**src/rtl/csr_io_if.sv**
```systemverilog
// CSR access bus between the writeback stage and the CSR/IO responder.
// The pipeline side drives the access and retire event; the responder
// returns the old CSR value and the illegal-address pulse.
interface csr_io_if #(
    parameter int WIDTH = 32
);
    logic             csr_en;
    logic [11:0]      csr_addr;
    logic [WIDTH-1:0] csr_wdata;
    logic             retire;
    logic [WIDTH-1:0] csr_rdata;
    logic             csr_illegal;

    modport master (
        output csr_en,
        output csr_addr,
        output csr_wdata,
        output retire,
        input  csr_rdata,
        input  csr_illegal
    );

    modport slave (
        input  csr_en,
        input  csr_addr,
        input  csr_wdata,
        input  retire,
        output csr_rdata,
        output csr_illegal
    );
endinterface

```
**src/rtl/csr_io_unit.sv**
```systemverilog
// CSR responder: memory-mapped GPIO plus 64-bit cycle/instret counters.
// Every access is a CSRRW: read data is the value before the access writes.
// Reading a low counter word snapshots its high word into a shadow so that
// a following read of the "h" CSR yields a tear-free 64-bit value.
module csr_io_unit #(
    parameter int WIDTH       = 32,
    parameter int SYNC_STAGES = 2
) (
    input  logic             clk,
    input  logic             rst,
    input  logic [WIDTH-1:0] GPIO_in,
    csr_io_if.slave          bus,
    output logic [WIDTH-1:0] GPIO_out,
    output logic             gpio_out_strobe
);

    localparam logic [11:0] ADDR_IO0_IN    = 12'hF00;
    localparam logic [11:0] ADDR_IO2_OUT   = 12'hF02;
    localparam logic [11:0] ADDR_CYCLE     = 12'hC00;
    localparam logic [11:0] ADDR_CYCLEH    = 12'hC80;
    localparam logic [11:0] ADDR_INSTRET   = 12'hC02;
    localparam logic [11:0] ADDR_INSTRETH  = 12'hC82;

    logic [WIDTH-1:0] sync_q [SYNC_STAGES];
    logic [63:0]      cycle_cnt;
    logic [63:0]      instret_cnt;
    logic [31:0]      cycle_shadow;
    logic [31:0]      instret_shadow;

    logic [WIDTH-1:0] rd_next;
    logic             illegal_next;
    logic             wr_gpio;
    logic             snap_cycle;
    logic             snap_instret;

    // Input synchronizer chain for the asynchronous board switches.
    always_ff @(posedge clk or posedge rst) begin
        if (rst) begin
            for (int i = 0; i < SYNC_STAGES; i++) begin
                sync_q[i] <= '0;
            end
        end else begin
            sync_q[0] <= GPIO_in;
            for (int i = 1; i < SYNC_STAGES; i++) begin
                sync_q[i] <= sync_q[i-1];
            end
        end
    end

    // Address decode: old value to return and which side effects the access has.
    always_comb begin
        rd_next      = '0;
        illegal_next = 1'b0;
        wr_gpio      = 1'b0;
        snap_cycle   = 1'b0;
        snap_instret = 1'b0;
        case (bus.csr_addr)
            ADDR_IO0_IN:   rd_next = sync_q[SYNC_STAGES-1];
            ADDR_IO2_OUT: begin
                rd_next = GPIO_out;
                wr_gpio = 1'b1;
            end
            ADDR_CYCLE: begin
                rd_next    = WIDTH'(cycle_cnt[31:0]);
                snap_cycle = 1'b1;
            end
            ADDR_CYCLEH:   rd_next = WIDTH'(cycle_shadow);
            ADDR_INSTRET: begin
                rd_next      = WIDTH'(instret_cnt[31:0]);
                snap_instret = 1'b1;
            end
            ADDR_INSTRETH: rd_next = WIDTH'(instret_shadow);
            default:       illegal_next = 1'b1;
        endcase
    end

    // Counters, shadows, output register and registered access response.
    always_ff @(posedge clk or posedge rst) begin
        if (rst) begin
            cycle_cnt       <= '0;
            instret_cnt     <= '0;
            cycle_shadow    <= '0;
            instret_shadow  <= '0;
            GPIO_out        <= '0;
            gpio_out_strobe <= 1'b0;
            bus.csr_rdata   <= '0;
            bus.csr_illegal <= 1'b0;
        end else begin
            cycle_cnt       <= cycle_cnt + 64'd1;
            gpio_out_strobe <= bus.csr_en & wr_gpio;
            bus.csr_illegal <= bus.csr_en & illegal_next;
            if (bus.retire) begin
                instret_cnt <= instret_cnt + 64'd1;
            end
            if (bus.csr_en) begin
                bus.csr_rdata <= rd_next;
                if (wr_gpio) begin
                    GPIO_out <= bus.csr_wdata;
                end
                if (snap_cycle) begin
                    cycle_shadow <= cycle_cnt[63:32];
                end
                if (snap_instret) begin
                    instret_shadow <= instret_cnt[63:32];
                end
            end
        end
    end

endmodule

```
**src/flat_wrapper.sv**
```systemverilog
// flat-port wrapper written by rule: the top's interface ports become plain ports
module csr_io_unit_flat 
#(
    parameter int WIDTH       = 32,
    parameter int SYNC_STAGES = 2
)
  (clk, rst, GPIO_in, GPIO_out, gpio_out_strobe, bus_csr_en, bus_csr_addr, bus_csr_wdata, bus_retire, bus_csr_rdata, bus_csr_illegal);
  csr_io_if #(.WIDTH(WIDTH)) bus_i ();
  input  logic clk;
  input  logic rst;
  input  logic [WIDTH-1:0] GPIO_in;
  output logic [WIDTH-1:0] GPIO_out;
  output logic gpio_out_strobe;
  input wire logic [$bits(bus_i.csr_en)-1:0] bus_csr_en;
  input wire logic [$bits(bus_i.csr_addr)-1:0] bus_csr_addr;
  input wire logic [$bits(bus_i.csr_wdata)-1:0] bus_csr_wdata;
  input wire logic [$bits(bus_i.retire)-1:0] bus_retire;
  output wire logic [$bits(bus_i.csr_rdata)-1:0] bus_csr_rdata;
  output wire logic [$bits(bus_i.csr_illegal)-1:0] bus_csr_illegal;
  assign bus_i.csr_en = bus_csr_en;
  assign bus_i.csr_addr = bus_csr_addr;
  assign bus_i.csr_wdata = bus_csr_wdata;
  assign bus_i.retire = bus_retire;
  assign bus_csr_rdata = bus_i.csr_rdata;
  assign bus_csr_illegal = bus_i.csr_illegal;
  csr_io_unit #(.WIDTH(WIDTH), .SYNC_STAGES(SYNC_STAGES)) u_core (.clk(clk), .rst(rst), .GPIO_in(GPIO_in), .bus(bus_i), .GPIO_out(GPIO_out), .gpio_out_strobe(gpio_out_strobe));
endmodule
```
**config.mk**
```make
export PLATFORM = sky130hd
export DESIGN_NAME = csr_io_unit_flat
export DESIGN_NICKNAME = d
export VERILOG_FILES = /design/src/rtl/csr_io_if.sv /design/src/rtl/csr_io_unit.sv /design/src/flat_wrapper.sv
export SDC_FILE = /design/constraint.sdc
export NUM_CORES = 1
export LEC_CHECK = 0
export ABC_AREA = 1
export BUFFER_PORTS_ARGS = -buffer_cell sky130_fd_sc_hd__buf_2
export CORE_MARGIN = 10
export CORE_UTILIZATION = 45
export DETAILED_ROUTE_END_ITERATION = 8
export GPL_ROUTABILITY_DRIVEN = 0
export SYNTH_ARGS = -nofsm -noshare
export SYNTH_HDL_FRONTEND = slang
export SYNTH_SLANG_ARGS = --single-unit
```
**constraint.sdc**
```tcl
create_clock -name clk -period 16.15 [get_ports clk]
set_input_delay 3.23 -clock clk [delete_from_list [all_inputs] [get_ports clk]]
set_output_delay 3.23 -clock clk [all_outputs]
set_load 0.1 [all_outputs]
```
==> impl_metrics.csv <==
group,metric,value,unit
clock_tree,numCtsBuffers,36,
timing,final-hold-violation-count,0,
clock_tree,clock_path_buffers,3,
timing,max_slew.worst_pin.slew,1.14,ns
timing,fin_worst_skew,0.0186,ns
min_path,min_path_cells,0,
worst_setup_path,crit_chain,"buf_2 > nand2_1 > inv_2 > nand2_1 > inv_2 > buf_4 > nand3_2 > o21ai_0",
power,max-vdd-ir-drop,89.3,uV
power,clockPowerShare,46.3,%
layout,register_area,8060,sq um
drt,viasPerCell,5.29,
placement,dp_hpwl,36700,um
worst_setup_path,cp_slowest_stage_delay,0.99,ns
layout,area_growth,14.8,%
timing,setup_violations,0,
logic_synthesis,syn_avg_cell_area,7.83,sq um
clock_tree,cts_hold_buf,0,
power,seqPwrFrac,47.3,%
power,internal_power,1.34,mW
clock_tree,cts_tree,"yes",
logic_synthesis,synth.distinct_cells,28,
worst_setup_path,cp.arrival,5.81,ns
min_path,hold_class,"register to register",
floorplanning,io_pins,146,
global_route,grt_overflow,0,
clock_tree,cts_root_buffer,"clkbuf_16",
global_route,grt_max_degree,159,
power,p_switching,0.449,mW
clock_tree,cts_resized,0,
timing,finalMaxSlewViolations,0,
global_route,grt_pass1_vias,13500,
power,power.leakage,8.82,nW
floorplanning,die_height,207,um
clock_tree,post_cts_buffers,0,
global_route,grtUsageTotal,22.8,%
layout,multi_input_comb_area,6660,sq um
clock_tree,cts_max_level,2,
worst_setup_path,critPathKind,"input port to register",
drt,wire_per_inst,18.9,um
drt,ant_nets,0,
worst_setup_path,slowest_stage,"nand3_2",
layout,fillers,3364,
drt,finalWirelength,49200,um
worst_setup_path,end_kind,"register",
worst_setup_path,rrSetupSlack,14.05,ns
drt,drc_errors,0,
power,p_per_area,99.8,nW/um^2
worst_setup_path,reg2reg_depth,10,
drt,vias,13800,
global_route,grt_pass1_wl,76100,um
placement,placed_area,16800,sq um
drt,firstDrtPassIters,5,
timing,period_needed,5.40,ns
logic_synthesis,ys_seq_area_share,51.5,%
logic_synthesis,synth_nets,2081,
power,switching_share,25.0,%
logic_synthesis,synth_area,15700,sq um
layout,n_antenna_cell,0,
logic_synthesis,synth_cells,1999,
floorplanning,start_util,45.4,%
worst_setup_path,worstPathMaxFanout,64,
worst_setup_path,worstPathRequired,16.56,ns
floorplanning,die-width,207,um
floorplanning,core_area,34500,sq um
power,combPwrFrac,6.3,%
placement,place_ws,10.20,ns
clock_tree,worstSkewPairLatency,0.53,ns
timing,clock.fmax,0.185,GHz
floorplanning,dieArea,42700,sq um
timing,setup_slack,10.75,ns
placement,portBuffers,145,
worst_setup_path,start_kind,"input port",
timing,max_slew_margin,24.0,%
layout,fin_nets,2210,
run,maxCapViolCount,0,
clock_tree,path_clk_slew,0.06,ns
logic_synthesis,ys_warn_count,0,
status,run_status,"finished clean",
timing,rsz0062_at_grt,"no",
layout,final_cell_area,18000,sq um
global_route,antenna_found_initial,1,
logic_synthesis,synth_seq_cells,322,
floorplanning,num_rows,68,
clock_tree,cts.sinks,322,
timing,post-route-period-util,33.5,%
timing,tns,0,ns
drt,drtIter0Drc,1276,
layout,drive_above_1_share,13.0,%
-- power by group through the flow --
stage / logic (mW) / clock network [mW] / registers [mW]
floorplan: 0.0412 / 0 / 0.898
global placement: 0.115 / 0 / 0.862
detailed placement: 0.116 / 0 / 0.863
CTS: 0.116 / 0.843 / 0.849
global route: 0.124 / 0.878 / 0.850
finish: 0.114 / 0.831 / 0.849
-- sequential cells by signal, summed over array words and instances, names as in the netlist, 32 cells and up --
register               count
u_core.instret_cnt        64
u_core.GPIO_out           32
u_core.bus.csr_rdata      32
u_core.cycle_shadow       32
u_core.sync_q             64
u_core.cycle_cnt          64
u_core.instret_shadow     32
-- layout by cell type, fill, tap and decap left out, types with 37 or more instances in the layout --
cell       netlist  final
nor2_1         263    260
xor2_1          51     51
nand4_1         42     42
clkbuf_16        0     37
o21ai_0         63     63
dfrtp_1        322    322
buf_2           24    145
nand2_1        592    592
nand3_1        264    264
inv_1          167    166
-- synth_stat cells, drive strengths merged --
master,instances,area (sq um)
nand2,598,2260
dfrtp,322,8060
nor2,298,1240
nand3,272,1400
inv,175,657
o21ai,74,370
xor2,51,447
nand4,42,263
buf,40,221
nor3,33,170
a21oi,32,160
clkbuf,26,97.6
xnor2,26,228
nand3b,3,22.5
nor3b,3,27.5
ha,2,25.0
clkinv,1,3.75
o21a,1,7.51
-- path summary, 6_finish.rpt --
path / end / from
worst max-delay path: u_core.cycle_shadow[5] / bus_csr_addr[10]
min in group asynchronous: u_core.instret_cnt[18] / rst
worst min register to register: u_core.sync_q[30] / u_core.sync_q[62]
worst max register to register: u_core.cycle_cnt[48] / u_core.cycle_cnt[0]
worst min-delay path: u_core.sync_q[30] / u_core.sync_q[62]
max in group asynchronous: u_core.bus.csr_rdata[29] / rst
-- routing by layer --
layer / share of wire (%) / wire length (um) / up-vias / GRT usage, %
met1: 42 / 20600 / 6702 / 29.7
li1: - / - / 6603 / -
met3: 5.1 / 2490 / 110 / 2.98
met5: 0.026 / 13 / - / 0
met4: 4.3 / 2100 / 2 / 9.98
met2: 49 / 24000 / 378 / 37.3
-- kinds of logic (layout without fill, tap and decap cells) --
group / after synthesis / in the layout / synth area share [%]
AOI/OAI and AO/OA: 107 / 107 / 3.44
buffers and inverters: 242 / 397 / 6.26
adders and majority gates: 2 / 2 / 0.160
DFF: 322 / 322 / 51.5
and+or+nand+nor: 1249 / 1249 / 34.4
xor gates and xnor gates: 77 / 77 / 4.31
-- final cells by class --
cell class	count	share of cell area, %
Sequential cell	322	44.8
Multi-Input combinational cell	1435	37.0
Clock buffer	51	5.94
Timing Repair Buffer	157	4.61
Inverter	176	3.72
Tap cell	455	3.17
Clock inverter	13	0.696
-- worst max-delay path: cells and delay by family --
| family | cells | cell delay [ns] |
|---|---|---|
| buffers and inverters | 4 | 0.77 |
| AND/OR/NAND/NOR | 3 | 1.24 |
| AO/OA/AOI/OAI | 1 | 0.54 |
-- stage by stage --
step	hold WS (ns)	total power, mW	std cells	util [%]
5_1_grt	0.352	1.85	2609	52.2
3_5_place_dp	0.335	0.979	2545	48.7
6_report	0.336	1.79	2609	52.2
3_3_place_gp	0.333	0.977	2545	48.7
2_1_floorplan	0.331	0.940	1999	-
4_1_cts	0.339	1.81	2609	52.2
No activity file was read; power rests on OpenSTA's default activity.
